`src/rtl/image_mode_ctrl.sv`:
```
// Holds the image_mode byte stable per frame: arbitrates host/key/demo requests into a pending
// value that is committed only on the vsync falling edge.
module image_mode_ctrl #(
  parameter logic [7:0] MODE_MAX   = 8'd7,
  parameter logic [7:0] RESET_MODE = 8'd0
) (
  input  logic       clock,
  input  logic       reset_n,
  input  logic       vs_i,
  input  logic       host_req_i,
  input  logic [7:0] host_mode_i,
  output logic       host_ack_o,
  output logic       host_err_o,
  input  logic       key_step_i,
  input  logic       demo_en_i,
  input  logic [7:0] demo_frames_i,
  output logic [7:0] image_mode_o,
  output logic       pending_o,
  output logic       mode_changed_o
);

  typedef enum logic {IDLE, PEND} state_t;

  state_t     r_state, w_state_nxt;
  logic [7:0] r_pmode, w_pmode_nxt;
  logic [7:0] r_mode, w_mode_nxt;
  logic [7:0] r_fcnt, w_fcnt_nxt;
  logic       r_vs_d, r_demo_req, w_demo_req_nxt;
  logic       r_ack, r_err, r_chg, w_chg_nxt;

  logic       w_fe, w_host_ok, w_host_bad, w_key, w_demo, w_step;
  logic [7:0] w_base, w_step_mode, w_limit, w_fcnt_inc;

  assign w_fe        = r_vs_d & ~vs_i;
  assign w_host_ok   = host_req_i & (host_mode_i <= MODE_MAX);
  assign w_host_bad  = host_req_i & (host_mode_i > MODE_MAX);
  // Any host strobe, legal or not, wins the cycle and drops key/demo.
  assign w_key       = ~host_req_i & key_step_i;
  assign w_demo      = ~host_req_i & ~key_step_i & r_demo_req & demo_en_i;
  assign w_step      = w_key | w_demo;
  assign w_base      = (r_state == PEND) ? r_pmode : r_mode;
  assign w_step_mode = (w_base >= MODE_MAX) ? 8'd0 : w_base + 8'd1;
  assign w_limit     = (demo_frames_i == 8'd0) ? 8'd1 : demo_frames_i;
  assign w_fcnt_inc  = r_fcnt + 8'd1;

  always_comb begin
    w_state_nxt    = r_state;
    w_pmode_nxt    = r_pmode;
    w_mode_nxt     = r_mode;
    w_chg_nxt      = 1'b0;
    w_fcnt_nxt     = r_fcnt;
    w_demo_req_nxt = 1'b0;

    if (r_state == PEND && w_fe) begin
      w_mode_nxt  = r_pmode;
      w_chg_nxt   = (r_pmode != r_mode);
      w_state_nxt = IDLE;
    end

    // A request coinciding with the commit reloads pending for the next frame.
    if (w_host_ok) begin
      w_pmode_nxt = host_mode_i;
      w_state_nxt = PEND;
    end else if (w_step) begin
      w_pmode_nxt = w_step_mode;
      w_state_nxt = PEND;
    end

    if (!demo_en_i || w_host_ok || w_key) begin
      w_fcnt_nxt = 8'd0;
    end else if (w_fe) begin
      if (w_fcnt_inc >= w_limit) begin
        w_fcnt_nxt     = 8'd0;
        w_demo_req_nxt = 1'b1;
      end else begin
        w_fcnt_nxt = w_fcnt_inc;
      end
    end
  end

  always_ff @(posedge clock or negedge reset_n) begin
    if (!reset_n) begin
      r_state    <= IDLE;
      r_pmode    <= 8'd0;
      r_mode     <= RESET_MODE;
      r_fcnt     <= 8'd0;
      r_vs_d     <= 1'b0;
      r_demo_req <= 1'b0;
      r_ack      <= 1'b0;
      r_err      <= 1'b0;
      r_chg      <= 1'b0;
    end else begin
      r_state    <= w_state_nxt;
      r_pmode    <= w_pmode_nxt;
      r_mode     <= w_mode_nxt;
      r_fcnt     <= w_fcnt_nxt;
      r_vs_d     <= vs_i;
      r_demo_req <= w_demo_req_nxt;
      r_ack      <= w_host_ok;
      r_err      <= w_host_bad;
      r_chg      <= w_chg_nxt;
    end
  end

  assign host_ack_o     = r_ack;
  assign host_err_o     = r_err;
  assign image_mode_o   = r_mode;
  assign pending_o      = (r_state == PEND);
  assign mode_changed_o = r_chg;

endmodule

```
`config.mk`:
```
export PLATFORM = sky130hd
export DESIGN_NAME = image_mode_ctrl
export DESIGN_NICKNAME = d
export VERILOG_FILES = /design/src/rtl/image_mode_ctrl.sv
export SDC_FILE = /design/constraint.sdc
export NUM_CORES = 1
export LEC_CHECK = 0
export CORE_MARGIN = 2
export CORE_UTILIZATION = 48
export CTS_BUF_LIST = sky130_fd_sc_hd__clkbuf_8
export CTS_CLUSTER_DIAMETER = 60
export DETAILED_ROUTE_END_ITERATION = 8
export GPL_TIMING_DRIVEN = 1
export PLACE_DENSITY = 0.78
export SYNTH_ARGS = -nofsm -noshare
export SYNTH_HDL_FRONTEND = slang
export SYNTH_SLANG_ARGS = --single-unit
export TNS_END_PERCENT = 30
```
`constraint.sdc`:
```
create_clock -name clock -period 2.47 [get_ports clock]
set_input_delay 0.3705 -clock clock [delete_from_list [all_inputs] [get_ports clock]]
set_output_delay 0.3705 -clock clock [all_outputs]
set_load 0.05 [all_outputs]
```
After elaboration in Yosys (flattened, before gate mapping)

Index checks and enable logic that the tools add are counted.

$lt $le $gt $ge: 4
Add/sub/neg operators: 2
Bitwise logic cells: 11
Equality and inequality tests: 1
Multiplexer cells: 15
Reduce and logical (&&, ||, !) cells: 8

Operator list:

| cell                                                                              | number |
|---|---|
| 8-bit 2-to-1 mux                                                                  | 8 |
| 8-bit by 1-bit adder with 8-bit output (second input constant)                    | 2 |
| 8-bit by 3-bit >= comparator with 1-bit output (second input constant)            | 1 |
| 8-bit >= comparator                                                               | 1 |
| 8-bit by 3-bit greater-than comparator with 1-bit output (second input constant)  | 1 |
| 8-bit by 3-bit less-or-equal comparator with 1-bit output (second input constant) | 1 |
| 8-bit zero test                                                                   | 1 |
| 8-bit inequality test                                                             | 1 |
| 1-bit bitwise AND                                                                 | 7 |
| 1-bit 2-to-1 mux                                                                  | 7 |
| 2-bit nonzero test                                                                | 2 |
| 1-bit NOT                                                                         | 3 |
| 3-bit nonzero test                                                                | 1 |
| 1-bit logical OR                                                                  | 2 |
| 1-bit logical AND                                                                 | 1 |
| 1-bit zero test                                                                   | 1 |
| 1-bit OR                                                                          | 1 |

Output and inout port bits: 12
Word-level logic and storage cells: 50
Flip-flop bits (word level): 30
Bits of input ports: 22

Depth between registers and ports, before layout

Gate-level depths: netlist (run 1).

Depth after elaboration: 7
Gate-level depth with buffers: 11
Mapped depth without buffers: 10

Worst setup path after synthesis (run 1)

OpenSTA, ideal clock, no wires.

Kind: register -> register
From: reg r_fcnt[0]
To: reg r_fcnt[4]
Setup time: 82 ps
Clock period less this slack: 2316 ps
Arrival: 2234 ps
Path buffers: 1
Slack: 154 ps
Required time: 2388 ps
Cell stages (with the launch flop): 11
Cells stage by stage: dfrtp_1 ha_1 nand3_1 nor2_1 xor2_1 ha_1 and3_1 a31oi_1 clkbuf_1 nand3_1 a31oi_1

Cells in the longest elaborated chain, start to end: 5

Ends and longest elaborated chain:

| element                                    | line | RTL |
|---|---|---|
| from (decl)                                | 27   | `logic [7:0] r_fcnt, w_fcnt_nxt;` |
| from (signal assigned)                     | 96   | `r_fcnt <= w_fcnt_nxt;` |
| 8-bit by 1-bit adder with 8-bit output (*) | 44   | `assign w_fcnt_inc = r_fcnt + 8'd1;` |
| 8-bit >= comparator                        | 72   | `if (w_fcnt_inc >= w_limit) begin` |
| 8-bit 2-to-1 mux (*)                       | 72   |  |
| 8-bit 2-to-1 mux (*)                       | 71   | `end else if (w_fe) begin` |
| 8-bit 2-to-1 mux (*)                       | 69   | `if (!demo_en_i \|\| w_host_ok \|\| w_key) begin` |

Every way passes the cells marked *; elsewhere a longest branch is shown, timed or not. The select of a mux whose other input is x is not followed.
A chain may end at the register's enable or synchronous reset.

Worst setup path in the final report (run 1)

Ends and elaborated chain as after synthesis.

==> results, run 1 <==
- The residual DRC count is 0.
- The number of instances in the synthesized netlist is ~180.
- For the worst-skew pair, the clock arrives at the later sink with an insertion delay of 0.28 ns.
- The number of DRC markers in iteration 0 is 43.
- The average routed wire per standard cell is around 15 µm.
- The number of synthesized register bits is 30.
- The initial utilization of the core area, before any placement, comes to 0.5079.
- The dominant cell type by area after synthesis is sky130_fd_sc_hd__dfrtp_1.
- Of the total power, the share spent switching nets is 0.3275.
- After the last flow step, the layout net total stands at 248.
- The area of the core is roughly 3400 µm².
- The worst-case IR drop observed on VDD is about 700 µV.
- TritonCTS created 5 clock buffers.
- Leaving out fill and tap cells, the most frequent cell in the layout is sky130_fd_sc_hd__clkdlybuf4s50_1.
- Of all nets on the critical path, the largest fanout is 6.
- For this run, the detailed router's first-pass iteration total came to 4.
- Yosys printed 0 warnings.
- Setup violations remaining at the end of the flow were counted as 0.
- The sum of overflow across all layers after global routing is 0.
- By area the synthesized netlist is led by sky130_fd_sc_hd__dfrtp_1 (44%), sky130_fd_sc_hd__ha_1 (7.3%), sky130_fd_sc_hd__xor2_1 (5.6%).
- Of the total power, registers draw 0.402.
- The type of the worst min-delay path is input pin to async pin.
- The critical path startpoint is r_fcnt[0].
- From bottom edge to top edge, the die measures 63.89 µm.
- The number of antenna violations at the first check in global routing is 0.
- The routed layout has 1,456 vias.
- The worst pin sits at a relative slew slack of 0.6635.
- The number of hold buffers added after CTS was 0.
- The placed wire-length estimate is between 2 and 3 mm.
- The netlist uses 37 different library cells.
- Across every metal layer, demand over resource in global routing totals 0.2056.
- Synthesis produced a netlist with a net count of roughly 210.
- The synthesized design contains 0 enable-type register cells.
- STA puts the critical path data arrival time at roughly 2.6 ns.
- Measured along the x axis, the die boundary spans between 60 and 70 µm.
- The number of failing hold endpoints at the final stage came to 0.
- The flow ran to the end, and the final reports show no timing, DRC or antenna violations.
- Relative to the synthesized area, the layout overhead comes to 31.47%.
- After filler insertion, the fill cell instance count of the layout stands at approximately 270.
- Clock-pin slew was measured on the worst setup and hold paths at 0.06 ns.
- The detail route stage leaves a number of antenna-violating nets equal to 0.
- The net switching power is around 500 µW.
- The first global-routing pass estimated between 6 and 7 mm of wire.
- The highest achievable clock rate is just over 400 MHz.
- Of the total power, the clock network draws 0.314.
- The internal portion of total power is roughly 1.0 mW.
- The kind of critical path is register to register.
- The total wire length is about 4 mm.
- The proportion of layout cells with a drive suffix above 1 is 0.1475.
- The clock tree synthesis step divided the H-tree into 2 levels.
- The number of primary I/O pins is 34.
- Dividing the synthesized area by the synthesized cell count gives roughly 9.8 µm².
- The clock tree from TritonCTS is yes.
- The routability congestion estimate from global placement is ~0.77.
- STA classifies the critical path startpoint as a register.
- The source of the worst register-to-register timing path is r_fcnt[0].
- The clock tree buffer depth is 2.
- The type of destination of the critical path is a register.
- The top cell types in the final layout, fill and taps aside, are sky130_fd_sc_hd__clkdlybuf4s50_1 (33), sky130_fd_sc_hd__dfrtp_1 (27), sky130_fd_sc_hd__nand2_1 (18).
- Counting flops with an async set or reset pin after synthesis yields a share of 1.000.
- For the final routed database, the setup TNS stands at 0 ns.
- STA puts the critical path data required time at 2.67 ns.
- For the finished layout, the period the worst path requires is ~2.4 ns.
- The total power of the final layout is 1.530 mW.
- The vias per cell is between 5 and 6.
- The fraction of post-synthesis cell area in the top cell type by area is 0.4360.
- The number of global-route vias before repair is 1,510.
- The total of max-cap violations is 0.
- For the final database, setup skew stands at 0.002980 ns.
- Dividing total power by cell area gives a power density of just under 700 nW/µm².
- Among all flip-flop cells after synthesis, the most frequent one is sky130_fd_sc_hd__dfrtp_1.
- The die area is 4082 µm².
- The part of the cycle the worst path needs is 0.9778.
- The post-synth design cell area is 1722 µm².
- The sequential area share after synthesis is 0.4360.
- The actual slew at the worst max-slew pin is 0.5032 ns.
- The final max-slew violation count is 0.
- Input and output buffers added on the ports amount to 33.
- The leakage component of the power is 1.121 nW.
- The CTS sink count is 30.
- The root buffer cell is sky130_fd_sc_hd__clkbuf_8.
- Of the total power, combinational logic draws 0.284.
- The maximum number of pins on one net before global-route repair is 31.
- In this run the core area contains 21 standard-cell rows.
- The number of antenna diodes in the final layout is 0.
[final cells by class]
class / count / area [µm²] / share of cell area
multi-input cells: 124 / 905.9 / 0.4002
well taps: 46 / 57.56 / 0.02543
clock buffers: 5 / 68.82 / 0.03040
repair buffers: 40 / 380.4 / 0.1680
inverters: 15 / 56.30 / 0.02488
flip-flops and latches: 30 / 754.5 / 0.3333
clock inverters: 3 / 40.04 / 0.01769
[registers in the layout (all words and copies together) (netlist names)]
register	cells
host_ack_o	1
host_err_o	1
image_mode_o	8
mode_changed_o	1
pending_o	1
r_demo_req	1
r_fcnt	8
r_pmode	8
r_vs_d	1
[cell usage after synthesis (2+ instances only)]
master / n
sky130_fd_sc_hd__nor2b_1: 2
sky130_fd_sc_hd__nand3_1: 11
sky130_fd_sc_hd__o21a_1: 2
sky130_fd_sc_hd__nor2_1: 6
sky130_fd_sc_hd__a21oi_1: 10
sky130_fd_sc_hd__a222oi_1: 3
sky130_fd_sc_hd__nor4_1: 5
sky130_fd_sc_hd__xnor2_1: 4
sky130_fd_sc_hd__nor3_1: 3
sky130_fd_sc_hd__a31oi_1: 5
sky130_fd_sc_hd__clkbuf_1: 5
sky130_fd_sc_hd__nand2_1: 18
sky130_fd_sc_hd__dfrtp_1: 30
sky130_fd_sc_hd__xor2_1: 11
sky130_fd_sc_hd__ha_1: 10
sky130_fd_sc_hd__and2_1: 4
sky130_fd_sc_hd__and3_1: 2
sky130_fd_sc_hd__o21ai_0: 2
sky130_fd_sc_hd__inv_1: 15
sky130_fd_sc_hd__mux2i_1: 3
sky130_fd_sc_hd__mux2_2: 8
[stage by stage]
step	instance area, µm²	hold WS [ns]	setup slack (ns)	instances	utilization
6_report	2263	0.4790	0.05474	263	0.6678
5_1_grt	2263	0.5142	-0.09854	263	0.6678
4_1_cts	2225	0.4913	0.1037	260	0.6563
3_5_place_dp	2116	0.5431	0.03439	252	0.6242
3_3_place_gp	2116	0.5239	0.08294	252	0.6242
2_1_floorplan	1722	0.07491	0.1538	175	-
[cells by family after synthesis]
family                   synth area share
adder cells (fa/ha/maj)           0.07267
XOR/XNOR                          0.07630
AND/OR/NAND/NOR                    0.1890
AO/OA/AOI/OAI                      0.1097
flip-flops                         0.4360
buffers and inverters             0.04651
multiplexers                      0.06977
[routing by layer]
metal / global-route usage / vias to the layer above / share of wire
met4: 0.06522 / 0 / 0.012
met5: 0 / - / 0
li1: - / 709 / -
met1: 0.2469 / 700 / 0.45
met3: 0.05106 / 5 / 0.038
met2: 0.3594 / 42 / 0.50
[critical path, stage by stage (launching register included)]
cell and delay [ns]:
sky130_fd_sc_hd__dfrtp_2 0.42, sky130_fd_sc_hd__ha_1 0.21, sky130_fd_sc_hd__nand3_2 0.13, sky130_fd_sc_hd__nor2_1 0.20, sky130_fd_sc_hd__xor2_1 0.25, sky130_fd_sc_hd__ha_1 0.28, sky130_fd_sc_hd__and3_1 0.18, sky130_fd_sc_hd__a31oi_2 0.21
sky130_fd_sc_hd__buf_4 0.17, sky130_fd_sc_hd__nand3_1 0.09, sky130_fd_sc_hd__a31oi_1 0.18
[power groups by stage]
stage | registers [mW] | logic, mW | clock network [mW]
floorplan | 0.705 | 0.185 | 0
global placement | 0.616 | 0.420 | 0
detailed placement | 0.623 | 0.434 | 0
CTS | 0.616 | 0.438 | 0.493
global route | 0.623 | 0.470 | 0.520
finish | 0.615 | 0.434 | 0.480
[final timing paths]
kind | to | slack, ns | cells after the start
max in group asynchronous | r_fcnt[3] | 1.68 | 2
max | r_fcnt[4] | 0.05 | 10
min in group clock | r_fcnt[7] | 0.55 | 2
min reg2reg | r_fcnt[7] | 0.55 | 2
min | host_err_o | 0.48 | 2
max reg2reg | r_fcnt[4] | 0.05 | 10
[repair_timing]
| action | in CTS | in global routing |
|---|---|---|
| setup endpoints to repair | 0 | 7 |
| gates resized for setup | 0 | 8 |
| setup buffers | 0 | 2 |
Power figures use the tool's default switching activity.
==> run 2: changes to the inputs <==
Settings changed: PLACE_DENSITY 0.78 to 0.79.
==> run 2 against run 1 <==
Design area up 2.4%. Core utilization up 1.6 points. Die area unchanged. Via count up 5.6%. Register-to-register slack about the same. Critical endpoint is now r_fcnt[2]. Power down 8.8%. Cell count up 1.9%. Flip-flop and latch count unchanged.
==> results, run 2 (synthesized netlist as in run 1, its figures left out) <==
- The highest achievable clock rate came to 415.9 MHz (+0.45%).
- The root buffer cell is sky130_fd_sc_hd__clkbuf_8.
- The part of the cycle the worst path needs is 0.9735 (-0.004349).
- The clock tree from TritonCTS is yes.
- The CTS sink count is 30 (unchanged).
- The number of DRC markers in iteration 0 is 71 (+65%).
- The type of destination of the critical path is a register.
- The number of H-tree levels was 2 (unchanged).
- The kind of start point of the critical path is a register.
- The routability congestion estimate from global placement is 0.7856 (+2.0%).
- The final worst hold slack is 0.4830 ns (+0.003999 ns).
- The worst clock skew is 0.005078 ns (+0.002098 ns).
- The total wire length came to 4.110 mm (+2.1%).
- The first-pass GRT wire length is 6.762 mm (+2.3%).
- The vias per cell is 5.735 (+3.6%).
- The run finished with clean final reports.
- The cell class contributing the biggest share of worst-path delay is simple AND/OR/NAND/NOR gates.
- The maximum number of pins on one net before global-route repair was 31 (unchanged).
- The clock tree buffer depth is 2 (unchanged).
- The port buffer count is 33 (unchanged).
- The total inserted antenna cells is 0 (unchanged).
- The shortest period the worst path allows is 2.405 ns (-0.01074 ns).
- The proportion of layout cells with a drive suffix above 1 is 0.1892 (+0.04172).
- The x dimension of the die is 63.89 µm (unchanged).
- The sum of overflow across all layers after global routing is 0 (unchanged).
- The critical path is of the register to register type.
- Leaving out fill and tap cells, the most frequent cell in the layout is sky130_fd_sc_hd__clkdlybuf4s50_1.
- The critical path buffer and inverter count came to 1 (unchanged).
- The residual DRC count is 0 (unchanged).
- The clock latency at the later pin of the worst-skew pair is 0.27 ns (about the same).
- The total of max-cap violations was 0 (unchanged).
- The headroom to the max-slew limit is 0.6551 (-0.008382).
- The signal on the critical path passes through ha_4, nand3_2, nor2_4, xor2_2, ha_1, nand3_1, nand2_1, a31oi_2, buf_4, nand4b_1, a31oi_1.
- The number of global-route vias before repair was 1,516 (+0.40%).
- The worst setup timing slack at the placement stage came to -0.1626 ns (-0.1970 ns).
- The total vias in the final route is 1,537 (+5.6%).
- The number of antenna violations at the first check in global routing is 0 (unchanged).
- The worst reg-to-reg path cell count is 11 (+1).
- The worst endpoint required time is 2.66 ns (about the same).
- The power per unit of standard cell area is 601.6 nW/µm² (-11%).
- The number of placement rows is 21 (unchanged).
- The slack of the worst reg-to-reg path came to 0.07 ns (about the same).
- The placed wire-length estimate was 2.890 mm (+1.5%).
- The vertical die dimension came to 63.89 µm (unchanged).
- The tightest min-delay check is of the input pin to async pin type.
- The met1 capacity usage during global routing was 0.2655 (+0.01866).
- The logic depth of the worst path, buffers included was 11 (+1).
- The number of search-and-repair iterations in the first detailed-routing pass is 4 (unchanged).
- The number of failing hold endpoints at the final stage came to 0 (unchanged).
- The die area is 4082 µm² (unchanged).
- The starting density of the core is 0.5079 (unchanged).
- The area of placed instances was 2116 µm² (unchanged).
- The global-route met3 utilization was 0.05458 (+0.003521).
- The largest stage delay on the critical path is 0.44 ns (+0.02 ns).
- The total clock buffers created by CTS is 5 (unchanged).
- The final setup slack of the worst path is 0.06548 ns (+0.01074 ns).
- The fill cell total of the finished layout was 256 (-6.6%).
- The leakage component of the power came to 1.138 nW (+1.5%).
- The global routing stage identified its most utilized layer as met2.
- Compared with the post-synthesis result, the final layout area differs by 34.67%.
- The arrival time at the worst endpoint was 2.59 ns (-0.03 ns).
- The remaining number of nets flagged by the antenna check after routing is 0 (unchanged).
- The final max-slew violation count is 0 (unchanged).
- The maximum fanout along the worst path was 6 (unchanged).
- The average routed wire per standard cell is 15.34 µm (+0.23%).
- The actual slew at the worst max-slew pin was 0.5157 ns (+0.01253 ns).
- The largest voltage drop on the vdd net was 620.9 µV (-12%).
- The number of nets in the layout was 254 (+2.4%).
- The clock slew seen by the registers of the worst setup and hold paths is 0.06 ns (about the same).
- The area of all placed cells without fillers is 2318 µm² (+2.4%).
- In the layout the commonest cells are sky130_fd_sc_hd__clkdlybuf4s50_1 (33), sky130_fd_sc_hd__dfrtp_1 (25), sky130_fd_sc_hd__nand2_1 (18).
- The area of the core was 3390 µm² (unchanged).
- The fraction of met2 tracks used by global routing came to 0.3464 (-0.01302).
- The number of endpoints failing setup at the final stage is 0 (unchanged).
- The slowest cell on the critical path is sky130_fd_sc_hd__dfrtp_2.
- The number of primary I/O pins came to 34 (unchanged).
- The global-route usage over all layers is 0.2124 (+0.006813).
## run 2: cell count changes in the layout (fill, tap and decap cells not counted), moves of 2 or more
cell                       delta
sky130_fd_sc_hd__inv_1        +2
sky130_fd_sc_hd__nor4_2       +2
sky130_fd_sc_hd__clkinv_2     -2
sky130_fd_sc_hd__nor4_1       -2
sky130_fd_sc_hd__buf_4        +6
sky130_fd_sc_hd__dfrtp_1      -2
sky130_fd_sc_hd__dfrtp_2      +2
## run 2: cell type report
class,instances,area (µm²),area share
Clock buffer,5,68.82,0.02968
Clock inverter,2,7.507,0.003238
Inverter,15,56.30,0.02428
Multi-Input combinational cell,124,945.9,0.4080
Sequential cell,30,757.0,0.3265
Tap cell,46,57.56,0.02482
Timing Repair Buffer,46,425.4,0.1835
## run 2: routing by layer
layer  part of all wire  routed length [µm]
met1               0.41                1667
met4              0.032                 133
met2               0.49                2032
met3              0.067                 276
met5                  0                   0
## run 2: power breakdown
group / leakage (nW) / internal (mW) / switching, mW / total (mW)
Sequential: 0.396 / 0.546 / 0.0647 / 0.611
Combinational: 0.696 / 0.192 / 0.247 / 0.439
Clock: 0.0466 / 0.185 / 0.161 / 0.345
Total: 1.14 / 0.922 / 0.472 / 1.39
## run 2: timing repair
item	CTS	global route
cloned	0	1
hold buffers	0	0
gates resized for setup	2	15
setup buffers	5	3
setup endpoints to repair	6	8
pin swaps	1	0
## run 2: through the flow
stage            util  power [mW]  setup TNS, ns  instances
2_1_floorplan       -      0.8899              0        175
3_3_place_gp   0.6242       1.032              0        252
3_5_place_dp   0.6242       1.049        -0.8728        252
4_1_cts        0.6597       1.396              0        264
5_1_grt        0.6840       1.477        -0.2977        268
6_report       0.6840       1.395              0        268
## run 2: final timing paths
check | endpoint | start
min | mode_changed_o | reset_n
min reg2reg | r_pmode[4] | r_pmode[4]
max reg2reg | r_fcnt[2] | r_fcnt[0]
max in group asynchronous | r_fcnt[1] | reset_n
min in group clock | r_pmode[4] | r_pmode[4]
max | r_fcnt[2] | r_fcnt[0]
==> run 3: changes to the inputs <==
Settings changed: CTS_CLUSTER_SIZE set to 30.
==> results of run 3 <==
Same layout as run 2: the final DEF is identical, and so are final timing and power.
